`src/rtl/power_integrate_pkg.sv`:
```
// Shared types and constants for the power integrator sequencer: FSM state
// encoding, integrator settings-register offsets and integrator field widths.
package power_integrate_pkg;

  localparam int POWER_W    = 32;
  localparam int INTEG_W    = 16;
  localparam int SCALE_W    = 4;
  localparam int SET_ADDR_W = 8;
  localparam int SET_DATA_W = 32;

  localparam int SR_SCALE     = 0;
  localparam int SR_INTEGRATE = 1;
  localparam int SR_ENABLE    = 2;

  typedef enum logic [2:0] {
    ST_IDLE      = 3'd0,
    ST_CFG_SCALE = 3'd1,
    ST_CFG_INT   = 3'd2,
    ST_CFG_EN    = 3'd3,
    ST_RUN       = 3'd4,
    ST_DISABLE   = 3'd5,
    ST_DONE      = 3'd6
  } state_t;

  // Integration length register value: 2^log2_n in the low INTEG_W bits.
  function automatic logic [SET_DATA_W-1:0] integ_len(input logic [SCALE_W-1:0] l2);
    logic [INTEG_W-1:0] len;
    len = INTEG_W'(1) << l2;
    return {{(SET_DATA_W-INTEG_W){1'b0}}, len};
  endfunction

endpackage

```
`src/rtl/power_integrate_seq_if.sv`:
```
// Link between the sequencer and one power integrator: settings bus, run
// control, and the integrator's result/strobe back to the sequencer.
interface power_integrate_seq_if;
  import power_integrate_pkg::*;

  logic                  set_stb;
  logic [SET_ADDR_W-1:0] set_addr;
  logic [SET_DATA_W-1:0] set_data;
  logic                  run;
  logic [POWER_W-1:0]    power_in;
  logic                  strobe_in;

  modport master (output set_stb, set_addr, set_data, run,
                  input  power_in, strobe_in);
  modport slave  (input  set_stb, set_addr, set_data, run,
                  output power_in, strobe_in);
endinterface

```
`src/rtl/power_peak_hold.sv`:
```
// Per-sequence result tracking: last and peak (unsigned) integrator power
// and the number of results collected; cleared at the start of a sequence.
module power_peak_hold
  import power_integrate_pkg::*;
#(
  parameter int DUMP_W = 8
) (
  input  logic               clk,
  input  logic               reset_n,
  input  logic               clear,
  input  logic               update,
  input  logic [POWER_W-1:0] power,
  output logic [DUMP_W-1:0]  dump_count,
  output logic [POWER_W-1:0] peak,
  output logic [POWER_W-1:0] last
);

  always_ff @(posedge clk or negedge reset_n) begin
    if (!reset_n) begin
      dump_count <= '0;
      peak       <= '0;
      last       <= '0;
    end else if (clear) begin
      dump_count <= '0;
      peak       <= '0;
      last       <= '0;
    end else if (update) begin
      dump_count <= dump_count + DUMP_W'(1);
      last       <= power;
      if (power > peak) peak <= power;
    end
  end

endmodule

```
`src/rtl/power_integrate_seq.sv`:
```
// Power integrator sequencer: programs scale/length/enable, runs for a number
// of dumps, tracks peak/last, tears down. Optional watchdog: POWER_INTEGRATE_SEQ_TIMEOUT_EN.
module power_integrate_seq
  import power_integrate_pkg::*;
#(
  parameter int BASE           = 0,
  parameter int DUMP_W         = 8,
  parameter int TIMEOUT_CYCLES = 65535
) (
  input  logic                 clk,
  input  logic                 reset_n,
  input  logic                 start,
  input  logic                 abort,
  input  logic [SCALE_W-1:0]   log2_n,
  input  logic [DUMP_W-1:0]    num_dumps,
  power_integrate_seq_if.master intg,
  output logic                 busy,
  output logic                 done,
  output logic                 aborted,
  output logic                 timeout,
  output logic [DUMP_W-1:0]    dump_count,
  output logic [POWER_W-1:0]   peak,
  output logic [POWER_W-1:0]   last
);

  localparam logic [SET_ADDR_W-1:0] ADDR_SCALE = SET_ADDR_W'(BASE + SR_SCALE);
  localparam logic [SET_ADDR_W-1:0] ADDR_INT   = SET_ADDR_W'(BASE + SR_INTEGRATE);
  localparam logic [SET_ADDR_W-1:0] ADDR_EN    = SET_ADDR_W'(BASE + SR_ENABLE);

  state_t              state, nxt;
  logic [SCALE_W-1:0]  log2_q;
  logic [DUMP_W-1:0]   num_q;
  logic                clear, update, last_dump, expire, teardown;

  assign clear     = (state == ST_IDLE) && start;
  assign update    = (state == ST_RUN) && intg.strobe_in;
  assign last_dump = update && ((dump_count + DUMP_W'(1)) == num_q);
  assign teardown  = (state inside {ST_CFG_SCALE, ST_CFG_INT, ST_CFG_EN, ST_RUN}) &&
                     (abort || expire);

  always_ff @(posedge clk) begin
    if (clear) begin
      log2_q <= log2_n;
      num_q  <= num_dumps;
    end
  end

`ifdef POWER_INTEGRATE_SEQ_TIMEOUT_EN
  localparam int WD_W = $clog2(TIMEOUT_CYCLES + 1);
  logic [WD_W-1:0] wd;

  // Held at zero outside RUN, so it starts from zero on RUN entry.
  always_ff @(posedge clk or negedge reset_n) begin
    if (!reset_n)                                wd <= '0;
    else if (state != ST_RUN || intg.strobe_in) wd <= '0;
    else                                         wd <= wd + WD_W'(1);
  end

  assign expire = (state == ST_RUN) && !intg.strobe_in &&
                  (wd == WD_W'(TIMEOUT_CYCLES - 1));

  always_ff @(posedge clk or negedge reset_n) begin
    if (!reset_n)    timeout <= 1'b0;
    else if (clear)  timeout <= 1'b0;
    else if (expire) timeout <= 1'b1;
  end
`else
  logic unused_timeout_cfg;
  assign unused_timeout_cfg = ^TIMEOUT_CYCLES;
  assign expire  = 1'b0;
  assign timeout = 1'b0;
`endif

  always_comb begin
    nxt = state;
    unique case (state)
      ST_IDLE:      if (start) nxt = ST_CFG_SCALE;
      ST_CFG_SCALE: nxt = abort ? ST_DISABLE : ST_CFG_INT;
      ST_CFG_INT:   nxt = abort ? ST_DISABLE : ST_CFG_EN;
      ST_CFG_EN:    nxt = (abort || num_q == '0) ? ST_DISABLE : ST_RUN;
      ST_RUN:       if (abort || last_dump || expire) nxt = ST_DISABLE;
      ST_DISABLE:   nxt = ST_DONE;
      ST_DONE:      nxt = ST_IDLE;
      default:      nxt = ST_IDLE;
    endcase
  end

  // Outputs are registered from the next state so they line up with it.
  always_ff @(posedge clk or negedge reset_n) begin
    if (!reset_n) begin
      state         <= ST_IDLE;
      busy          <= 1'b0;
      done          <= 1'b0;
      aborted       <= 1'b0;
      intg.run      <= 1'b0;
      intg.set_stb  <= 1'b0;
      intg.set_addr <= '0;
      intg.set_data <= '0;
    end else begin
      state        <= nxt;
      busy         <= (nxt != ST_IDLE);
      done         <= (nxt == ST_DONE);
      intg.run     <= (nxt == ST_RUN);
      intg.set_stb <= (nxt inside {ST_CFG_SCALE, ST_CFG_INT, ST_CFG_EN, ST_DISABLE});
      if (clear)         aborted <= 1'b0;
      else if (teardown) aborted <= 1'b1;
      unique case (nxt)
        ST_CFG_SCALE: begin
          intg.set_addr <= ADDR_SCALE;
          intg.set_data <= {{(SET_DATA_W-SCALE_W){1'b0}}, log2_n};
        end
        ST_CFG_INT: begin
          intg.set_addr <= ADDR_INT;
          intg.set_data <= integ_len(log2_q);
        end
        ST_CFG_EN: begin
          intg.set_addr <= ADDR_EN;
          intg.set_data <= SET_DATA_W'(1);
        end
        ST_DISABLE: begin
          intg.set_addr <= ADDR_EN;
          intg.set_data <= '0;
        end
        default: ;
      endcase
    end
  end

  power_peak_hold #(.DUMP_W(DUMP_W)) u_peak_hold (
    .clk        (clk),
    .reset_n    (reset_n),
    .clear      (clear),
    .update     (update),
    .power      (intg.power_in),
    .dump_count (dump_count),
    .peak       (peak),
    .last       (last)
  );

endmodule

```
`src/flat_wrapper.sv`:
```
// flat-port wrapper written by rule: the top's interface ports become plain ports
module power_integrate_seq_flat import power_integrate_pkg::*;
#(
  parameter int BASE           = 0,
  parameter int DUMP_W         = 8,
  parameter int TIMEOUT_CYCLES = 65535
)
  (clk, reset_n, start, abort, log2_n, num_dumps, busy, done, aborted, timeout, dump_count, peak, last, intg_set_stb, intg_set_addr, intg_set_data, intg_run, intg_power_in, intg_strobe_in);
  power_integrate_seq_if intg_i ();
  input  logic clk;
  input  logic reset_n;
  input  logic start;
  input  logic abort;
  input  logic [SCALE_W-1:0] log2_n;
  input  logic [DUMP_W-1:0] num_dumps;
  output logic busy;
  output logic done;
  output logic aborted;
  output logic timeout;
  output logic [DUMP_W-1:0] dump_count;
  output logic [POWER_W-1:0] peak;
  output logic [POWER_W-1:0] last;
  output wire logic [$bits(intg_i.set_stb)-1:0] intg_set_stb;
  output wire logic [$bits(intg_i.set_addr)-1:0] intg_set_addr;
  output wire logic [$bits(intg_i.set_data)-1:0] intg_set_data;
  output wire logic [$bits(intg_i.run)-1:0] intg_run;
  input wire logic [$bits(intg_i.power_in)-1:0] intg_power_in;
  input wire logic [$bits(intg_i.strobe_in)-1:0] intg_strobe_in;
  assign intg_set_stb = intg_i.set_stb;
  assign intg_set_addr = intg_i.set_addr;
  assign intg_set_data = intg_i.set_data;
  assign intg_run = intg_i.run;
  assign intg_i.power_in = intg_power_in;
  assign intg_i.strobe_in = intg_strobe_in;
  power_integrate_seq #(.BASE(BASE), .DUMP_W(DUMP_W), .TIMEOUT_CYCLES(TIMEOUT_CYCLES)) u_core (.clk(clk), .reset_n(reset_n), .start(start), .abort(abort), .log2_n(log2_n), .num_dumps(num_dumps), .intg(intg_i), .busy(busy), .done(done), .aborted(aborted), .timeout(timeout), .dump_count(dump_count), .peak(peak), .last(last));
endmodule
```
`config.mk`:
```
export PLATFORM = sky130hd
export DESIGN_NAME = power_integrate_seq_flat
export DESIGN_NICKNAME = d
export VERILOG_FILES = /design/src/rtl/power_integrate_pkg.sv /design/src/rtl/power_integrate_seq_if.sv /design/src/rtl/power_peak_hold.sv /design/src/rtl/power_integrate_seq.sv /design/src/flat_wrapper.sv
export SDC_FILE = /design/constraint.sdc
export NUM_CORES = 1
export LEC_CHECK = 0
export CAP_MARGIN = 25
export CORE_AREA = 4 4 127 129
export CTS_CLUSTER_DIAMETER = 60
export DETAILED_ROUTE_END_ITERATION = 8
export DIE_AREA = 0 0 131 133
export PLACE_DENSITY_LB_ADDON = 0.25
export SLEW_MARGIN = 20
export SYNTH_ARGS = -nofsm -noshare
export SYNTH_HDL_FRONTEND = slang
export SYNTH_HIERARCHICAL = 1
export SYNTH_SLANG_ARGS = --single-unit
export TNS_END_PERCENT = 20
```
`constraint.sdc`:
```
create_clock -name clk -period 3.15 [get_ports clk]
set_input_delay 0.63 -clock clk [delete_from_list [all_inputs] [get_ports clk]]
set_output_delay 0.63 -clock clk [all_outputs]
set_load 0.02 [all_outputs]
```
==> results of run 1 <==
[layout make-up]
class	instances	area, um2
Multi-Input combinational cell	388	2780
Inverter	39	146
Timing Repair Buffer	169	1670
Clock inverter	6	53.8
Sequential cell	110	2810
Tap cell	188	235
Clock buffer	10	250
Fill cell	1324	7080
[state kept, by name, summed over array words and instances, names as in the netlist, 2 cells and up]
register and cells:
u_core/intg.set_data 16, u_core/log2_q 4, u_core/u_peak_hold/last 32, u_core/intg.set_addr 2, u_core/u_peak_hold/peak 32, u_core/num_q 8
u_core/state 3, u_core/u_peak_hold/dump_count 8
[final timing paths]
path	endpoint	slack (ns)	cells after the start
setup / recovery	u_core/u_peak_hold/peak[18]$_DFFE_PN0P_	0.36	9
hold / removal	u_core/u_peak_hold/last[18]$_DFFE_PN0P_	0.27	1
setup reg to reg	u_core/intg.set_data[3]$_DFFE_PN0P_	0.40	7
hold reg to reg	u_core/intg.set_data[4]$_DFFE_PN0P_	0.48	1
max in group asynchronous	u_core/u_peak_hold/last[8]$_DFFE_PN0P_	2.16	2
min in group clk	u_core/intg.set_data[4]$_DFFE_PN0P_	0.48	1
[through the flow]
stage	instance area, um2	cells	setup slack [ns]	TNS [ns]	util [%]
2_1_floorplan	6010	581	0.0878	0	-
3_3_place_gp	7650	894	-0.000374	-0.00106	50.9
3_5_place_dp	7650	894	-0.0221	-0.124	50.9
4_1_cts	7960	910	0.356	0	52.9
5_1_grt	7960	910	0.206	0	52.9
6_report	7960	910	0.357	0	52.9
[where the power goes]
group | internal [uW] | switching, uW | total (uW)
clock | 596 | 541 | 1140
sequential | 1950 | 416 | 2360
combinational | 1690 | 1860 | 3550
[per-layer routing]
| metal | vias up | GRT usage [%] |
|---|---|---|
| li1 | 2193 | - |
| met1 | 2189 | 21.8 |
| met2 | 127 | 28.2 |
| met3 | 13 | 6.38 |
| met4 | 0 | 3.89 |
| met5 | - | 0 |
[synth_stat cells (all sizes together) (10+ instances only)]
cell | n | area share, %
nand4 | 11 | 1.2
o21ai | 10 | 0.84
dfrtp | 98 | 41
nor2 | 49 | 3.1
ha | 34 | 7.2
nand2b | 66 | 7.0
edfxtp | 12 | 6.1
mux2i | 65 | 11
clkbuf | 15 | 0.95
a21oi | 18 | 1.6
o2bb2ai | 12 | 1.8
buf | 29 | 3.8
inv | 39 | 2.5
nand2 | 13 | 0.82
[cell families after synthesis]
family / Yosys count / synth area share, %
XOR/XNOR: 12 / 1.77
other: 1 / 0.0633
multiplexers: 65 / 11.0
AO/OA/AOI/OAI: 69 / 8.45
buffers and inverters: 83 / 7.24
AND/OR/NAND/NOR: 185 / 16.8
flip-flops: 110 / 47.5
adder cells (fa/ha/maj): 34 / 7.18
==> flow_summary.toml, run 1 <==
[run_status]
outcome = "finished clean"

[route]
drtAntennaViolNets = 0
met1Wirelength_um = 6340
first_iter_violations = 139
first_pass_iters = 4
wl_met2_um = 7180
routed_wl_um = 14700
drt-wirelength-per-cell_um = 16.1
top_layer_used = "met4"
viasPerCell = 4.97
met3WireLength_um = 1010
vias = 4522
drc_errors = 0

[finish]
drive_above_1_share_pct = 7.20
final_common_cell = "clkdlybuf4s50_1"
area_growth_pct = 34.3
diodes = 0
nets = 800
layout_common_cells = "clkdlybuf4s50_1, dfrtp_1, nand2b_1"

[timing]
finalClockSkew_ns = 0.00696
max_clock_freq_mhz = 358
hold_viol = 0
rsz0062_at_grt = "no"
hold_ws_ns = 0.275
max-slew-margin-rel_pct = 34.8
finalCritPeriodShare_pct = 88.7
fin_crit_ns = 2.79
worst_pin_slew_ns = 0.973
slew_viol_final = 0
setup_viol = 0

[grt]
grt_usage_pct = 17.3
grt_antenna_before_repair = 0
grt_first_pass_wirelength_um = 24000
grt_max_degree = 121
overflow = 0
grt_pass1_vias = 4702

[floorplanning]
core_area_mm2 = 0.0150
io_pins = 167
die_area_mm2 = 0.0174
start_util_pct = 39.4
die_x_um = 131
die_h_um = 133
rows = 45

[logic_synthesis]
synth_area_mm2 = 0.00592
synth-edff-count = 12
syn_area_per_cell_um2 = 10.6
synthFlopType = "dfrtp_1"
synthArstFlopShare_pct = 89.1
netlist_instances = 559
yosysUniqueCellTypes = 50
synth_seq_cells = 110
yosys_warnings = 6
synth_seq_area_share_pct = 47.5

[placed_design]
io_buffers = 143
hpwl_um = 10900
gp_congestion = 0.773

[setup_path]
crit_start = "intg_power_in[15]"
crit_path_start_kind = "input port"
worstPathBufferInverterCount = 2
endpoint_kind = "register"
slowest_delay_ns = 0.45
arrival_ns = 3.03
critical_path_class = "in2reg"
worst-path-max-fanout = 8
crit_path_cell_trace = "clkdlybuf4s50_1 > ha_1 > nand4_1 > or3_1 > or4_1 > o21ai_1 > a21oi_4 > buf_4 > mux2i_1"
slowest_stage = "clkdlybuf4s50_1"
crit_family = "simple AND/OR/NAND/NOR gates"
crit_required_ns = 3.39
regToRegStartpoint = "u_core/u_peak_hold/dump_count[0]$_DFFE_PN0P_"

[clocking]
cts_resized = 0
cts_max_path_buffers = 2
cts_buffers = 9
clk_latency_ns = 0.35
hold_buffers = 0
htree_levels = 3
cts_tree = "done"
root_buffer = "clkbuf_16"
clk_pin_slew_worst_paths_ns = 0.07
cts_sinks = 110
postCtsSetupBuffers = 0

[power_and_ir_drop]
finalPower_uw = 7050
power_leakage_uw = 0.00343
p_per_area_mw_per_mm2 = 886
irDropWorstVdd_mv = 0.444

[job]
cap_violations = 0

[worst_hold_path]
holdCritPathClass = "in2async"
No activity file was read; power rests on OpenSTA's default activity.
==> run 2: changes to the inputs <==
PLACE_DENSITY = 0.7   (was unset)
PLACE_DENSITY_LB_ADDON = unset   (was 0.25)
==> run 2 against run 1 <==
Effect of this change: first-iteration DRC count increased by 47%; maximum frequency increased by 0.27%; global-route usage increased by 0.076 points; highest routed layer unchanged; utilization decreased by 0.49 points; die area unchanged; worst hold slack improved by 0.061 ns; final cell count decreased by 1.2%; wire length increased by 2.7%; largest cell class unchanged.
==> flow_summary.toml, run 2 (synthesis gave the netlist of run 1 again) <==
[clocking]
root_buffer = "clkbuf_16"
cts_tree = "done"
clk_pin_slew_worst_paths_ns = 0.07
htree_levels = 3
clk_latency_ns = 0.36
cts_resized = 0
cts_buffers = 9
cts_sinks = 110
postCtsSetupBuffers = 0
cts_max_path_buffers = 2
hold_buffers = 0

[floorplanning]
io_pins = 167
start_util_pct = 39.4
core_area_mm2 = 0.0150
rows = 45
die_x_um = 131
die_h_um = 133
die_area_mm2 = 0.0174

[finish]
layout_common_cells = "clkdlybuf4s50_1, dfrtp_1, nand2b_1"
area_growth_pct = 33.1
final_common_cell = "clkdlybuf4s50_1"
nets = 789
finalInstanceArea_mm2 = 0.00788
fill_cells = 1339
drive_above_1_share_pct = 5.34
diodes = 0
largestRegisters = "u_core/u_peak_hold/last: 32 flops, u_core/u_peak_hold/peak: 32 flops, u_core/intg.set_data: 16 flops"

[power_and_ir_drop]
intPower_uw = 4300
p_clk_share_pct = 17.1
irDropWorstVdd_mv = 0.468
power_switching_uw = 2830
comb_power_share_pct = 49.9
swShare_pct = 39.7
power_frac_seq_pct = 33.0
p_per_area_mw_per_mm2 = 905
finalPower_uw = 7130
power_leakage_uw = 0.00338

[job]
cap_violations = 0

[setup_path]
r2r_slack_ns = 0.48
crit_family = "simple AND/OR/NAND/NOR gates"
arrival_ns = 3.02
regToRegStartpoint = "u_core/u_peak_hold/dump_count[0]$_DFFE_PN0P_"
crit_path_cell_trace = "clkdlybuf4s50_1 > ha_1 > nand4_1 > or3_1 > or4_1 > o21ai_1 > a21oi_4 > buf_12 > mux2i_1"
slowest_delay_ns = 0.46
critical_path_class = "in2reg"
worst-path-max-fanout = 21
slowest_stage = "clkdlybuf4s50_1"
endpoint_kind = "register"
crit_required_ns = 3.38
timing.rr.end = "u_core/intg.set_data[9]$_DFFE_PN0P_"
worstRegToRegCells = 8
worstPathBufferInverterCount = 2
crit_path_start_kind = "input port"

[timing]
rsz0062_at_grt = "no"
fin_crit_ns = 2.79
max_clock_freq_mhz = 359
setup_ws_ns = 0.365
slew_viol_final = 0
finalCritPeriodShare_pct = 88.4
hold_ws_ns = 0.336
max-slew-margin-rel_pct = 49.3
worst_pin_slew_ns = 0.758
hold_viol = 0
setup_viol = 0
finalClockSkew_ns = 0.0128
fin_tns_setup_ns = 0

[placed_design]
gp_congestion = 0.853
io_buffers = 143
postPlaceCellArea_mm2 = 0.00757
hpwl_um = 11000
place_ws_ns = -0.00902

[grt]
grt_antenna_before_repair = 0
overflow = 0
grt_usage_pct = 17.3
grt_max_degree = 121
grt_first_pass_wirelength_um = 24100
grt_pass1_vias = 4648

[route]
first_pass_iters = 4
drt-wirelength-per-cell_um = 16.8
vias = 4537
drtAntennaViolNets = 0
drc_errors = 0
routed_wl_um = 15100
first_iter_violations = 204
viasPerCell = 5.05

[run_status]
outcome = "finished clean"

[worst_hold_path]
holdCritPathClass = "in2async"
[run 2: changes by cell type in the layout (fill, tap and decap cells not counted)]
| cell | delta |
|---|---|
| clkinv_4 | -4 |
| clkbuf_8 | +1 |
| bufinv_16 | +1 |
| buf_4 | -11 |
| clkbuf_1 | +3 |
| inv_8 | -1 |
[run 2: how the worst max path moves through the flow]
stage	start	slack, ns	end	depth (start not counted)
2_1_floorplan	u_core/state[0]$_DFF_PN0_	0.09	u_core/u_peak_hold/dump_count[7]$_DFFE_PN0P_	5
3_3_place_gp	intg_power_in[30]	0.07	u_core/u_peak_hold/peak[21]$_DFFE_PN0P_	9
3_5_place_dp	intg_power_in[14]	-0.009	u_core/u_peak_hold/peak[15]$_DFFE_PN0P_	9
4_1_cts	intg_power_in[14]	0.36	u_core/u_peak_hold/peak[19]$_DFFE_PN0P_	9
5_1_grt	intg_power_in[14]	0.21	u_core/u_peak_hold/peak[15]$_DFFE_PN0P_	9
6_report	intg_power_in[14]	0.36	u_core/u_peak_hold/peak[23]$_DFFE_PN0P_	9
[run 2: cell type report]
| type | instances | area, um2 | share of cell area, % |
|---|---|---|---|
| Multi-Input combinational cell | 388 | 2780 | 35.3 |
| Tap cell | 188 | 235 | 2.98 |
| Sequential cell | 110 | 2810 | 35.7 |
| Inverter | 39 | 146 | 1.86 |
| Timing Repair Buffer | 158 | 1590 | 20.2 |
| Clock inverter | 2 | 37.5 | 0.476 |
| Clock buffer | 14 | 275 | 3.49 |
[run 2: per-layer routing]
layer | vias up | global-route usage (%) | share of wire [%]
li1 | 2169 | - | -
met1 | 2210 | 23.1 | 45
met2 | 145 | 27.5 | 48
met3 | 13 | 4.56 | 6.1
met4 | 0 | 5.43 | 1.3
met5 | - | 0 | 0
[run 2: worst register-to-register path: stages, from the launching register on]
cell and delay, ns:
dfrtp_1 0.51, ha_1 0.27, nand3_1 0.10, or3_1 0.35, a221o_1 0.37, a211oi_2 0.38
nor3b_2 0.21, buf_4 0.22, o2bb2ai_1 0.13
[run 2: per-stage QoR]
step,util [%],cells
6_report,52.4,899
3_5_place_dp,50.4,883
2_1_floorplan,-,581
4_1_cts,52.4,899
3_3_place_gp,50.3,882
5_1_grt,52.4,899
[run 2: power groups by stage]
stage / Combinational (uW) / Clock [uW] / Sequential [uW]
floorplan: 1570 / 0 / 2850
global placement: 3490 / 0 / 2360
detailed placement: 3590 / 0 / 2380
CTS: 3600 / 1250 / 2360
global route: 3880 / 1310 / 2430
finish: 3560 / 1220 / 2350
==> run 3: changes to the inputs <==
ABC_CLOCK_PERIOD_IN_PS = 3150   (was unset)
GPL_ROUTABILITY_DRIVEN = 0   (was unset)
==> run 3 against run 2 <==
Effect of this change: global-route usage fell by 0.20 points; die area did not move; maximum frequency decreased by 1.1%; non-clock buffer count rose by 1; first-iteration DRC count up 9.8%; critical endpoint is now u_core/u_peak_hold/peak[24]$_DFFE_PN0P_.
==> flow_summary.toml, run 3 (synthesis gave the netlist of run 1 again) <==
[timing]
finalCritPeriodShare_pct = 89.4
rsz0062_at_grt = "no"
finalClockSkew_ns = 0.00693
fin_tns_setup_ns = 0
hold_viol = 0
worst_pin_slew_ns = 0.772
setup_viol = 0
slew_viol_final = 0
fin_crit_ns = 2.82
setup_ws_ns = 0.334
max_clock_freq_mhz = 355
max-slew-margin-rel_pct = 48.3

[setup_path]
crit_required_ns = 3.41
slowest_stage = "clkdlybuf4s50_1"
crit_family = "simple AND/OR/NAND/NOR gates"
worst-path-max-fanout = 21
worstRegToRegCells = 8
endpoint = "u_core/u_peak_hold/peak[24]$_DFFE_PN0P_"
arrival_ns = 3.07
slowest_delay_ns = 0.46
critical_path_class = "in2reg"
worstPathBufferInverterCount = 2
cp.depth = 9
crit_path_cell_trace = "clkdlybuf4s50_1 > ha_1 > nand4_1 > or3_1 > or4_1 > o21ai_1 > a21oi_4 > buf_12 > mux2i_1"
regToRegStartpoint = "u_core/u_peak_hold/dump_count[0]$_DFFE_PN0P_"
crit_path_start_kind = "input port"
timing.rr.end = "u_core/intg.set_data[15]$_DFFE_PN0P_"
r2r_slack_ns = 0.43
endpoint_kind = "register"
crit_start = "intg_power_in[15]"

[finish]
fill_cells = 1347
final_common_cell = "clkdlybuf4s50_1"
post-route-util_pct = 52.4
area_growth_pct = 33.0
largestRegisters = "u_core/u_peak_hold/last: 32 flops, u_core/u_peak_hold/peak: 32 flops, u_core/intg.set_data: 16 flops"
drive_above_1_share_pct = 5.62
regArea_mm2 = 0.00281
layout_common_cells = "clkdlybuf4s50_1, dfrtp_1, nand2b_1"
multi_input_area_mm2 = 0.00278
nets = 790
diodes = 0

[clocking]
root_buffer = "clkbuf_16"
cts_buffers = 9
clk_pin_slew_worst_paths_ns = 0.07
htree_levels = 3
postCtsSetupBuffers = 0
hold_buffers = 0
cts_resized = 0
cts_tree = "done"
cts_max_path_buffers = 2
cts_sinks = 110
clk_latency_ns = 0.35

[grt]
grt_pass1_vias = 4593
grt_antenna_before_repair = 0
grt_first_pass_wirelength_um = 23800
grt_max_degree = 121
grt_usage_pct = 17.1
overflow = 0

[job]
cap_violations = 0

[floorplanning]
rows = 45
die_h_um = 133
die_area_mm2 = 0.0174
io_pins = 167
start_util_pct = 39.4
core_area_mm2 = 0.0150
die_x_um = 131

[power_and_ir_drop]
p_per_area_mw_per_mm2 = 895
irDropWorstVdd_mv = 0.434
power_leakage_uw = 0.00338

[route]
first_iter_violations = 224
first_pass_iters = 4
drt-wirelength-per-cell_um = 16.7
drtAntennaViolNets = 0
viasPerCell = 5.09
drc_errors = 0
vias = 4583
routed_wl_um = 15000

[placed_design]
io_buffers = 143
hpwl_um = 10900
place_ws_ns = 0.00862

[worst_hold_path]
holdCritPathClass = "in2async"

[run_status]
outcome = "finished clean"
[run 3: cell types whose count changed in the layout (fill, tap and decap cells not counted), sizes merged]
cell,delta
clkbuf,-3
clkinv,+3
buf,+1
[run 3: report_power, final]
part	switching (uW)	internal, uW	total (uW)
sequential	408	1950	2350
combinational	1890	1670	3550
clock	524	620	1140
total	2820	4230	7050
[run 3: per-layer routing]
| metal | wire (um) | global-route usage [%] | up-vias |
|---|---|---|---|
| met4 | 328 | 5.71 | 0 |
| met5 | 0 | 0 | - |
| met3 | 1050 | 4.24 | 23 |
| met1 | 6650 | 23.1 | 2224 |
| li1 | - | - | 2166 |
| met2 | 6980 | 26.9 | 170 |
[run 3: area by class of cell]
class,count,area share (%)
Multi-Input combinational cell,388,35.3
Clock buffer,11,2.95
Inverter,39,1.86
Timing Repair Buffer,159,20.4
Sequential cell,110,35.7
Tap cell,188,2.99
Clock inverter,5,0.762
[run 3: worst min path at each step]
| stage | slack (ns) | cells past startpoint | endpoint |
|---|---|---|---|
| floorplan | 0.33 | 0 | u_core/aborted$_DFFE_PN0P_ |
| global placement | 0.46 | 1 | u_core/intg.set_addr[0]$_DFFE_PN0P_ |
| detailed placement | 0.47 | 1 | u_core/intg.set_addr[0]$_DFFE_PN0P_ |
| CTS | 0.46 | 1 | u_core/intg.set_stb$_DFF_PN0_ |
| global route | 0.15 | 1 | u_core/intg.set_stb$_DFF_PN0_ |
| finish | 0.15 | 1 | u_core/intg.set_stb$_DFF_PN0_ |
[run 3: per-stage QoR]
stage,std cells,hold WS [ns],instance area [um2],power [uW]
after global routing,900,0.147,7880,7540
final,900,0.146,7880,7050
after floorplan,581,0.334,6010,4420
after global placement,882,0.459,7550,5840
after CTS,899,0.456,7850,7130
after detailed placement,883,0.465,7560,5940
[run 3: worst reg2reg max path, delay by kind of cell, from the launching register on]
family,cells,cell delay (ns)
AO/OA/AOI/OAI,3,0.90
adder cells (fa/ha/maj),1,0.28
buffers and inverters,1,0.22
flip-flops,1,0.52
AND/OR/NAND/NOR,3,0.67
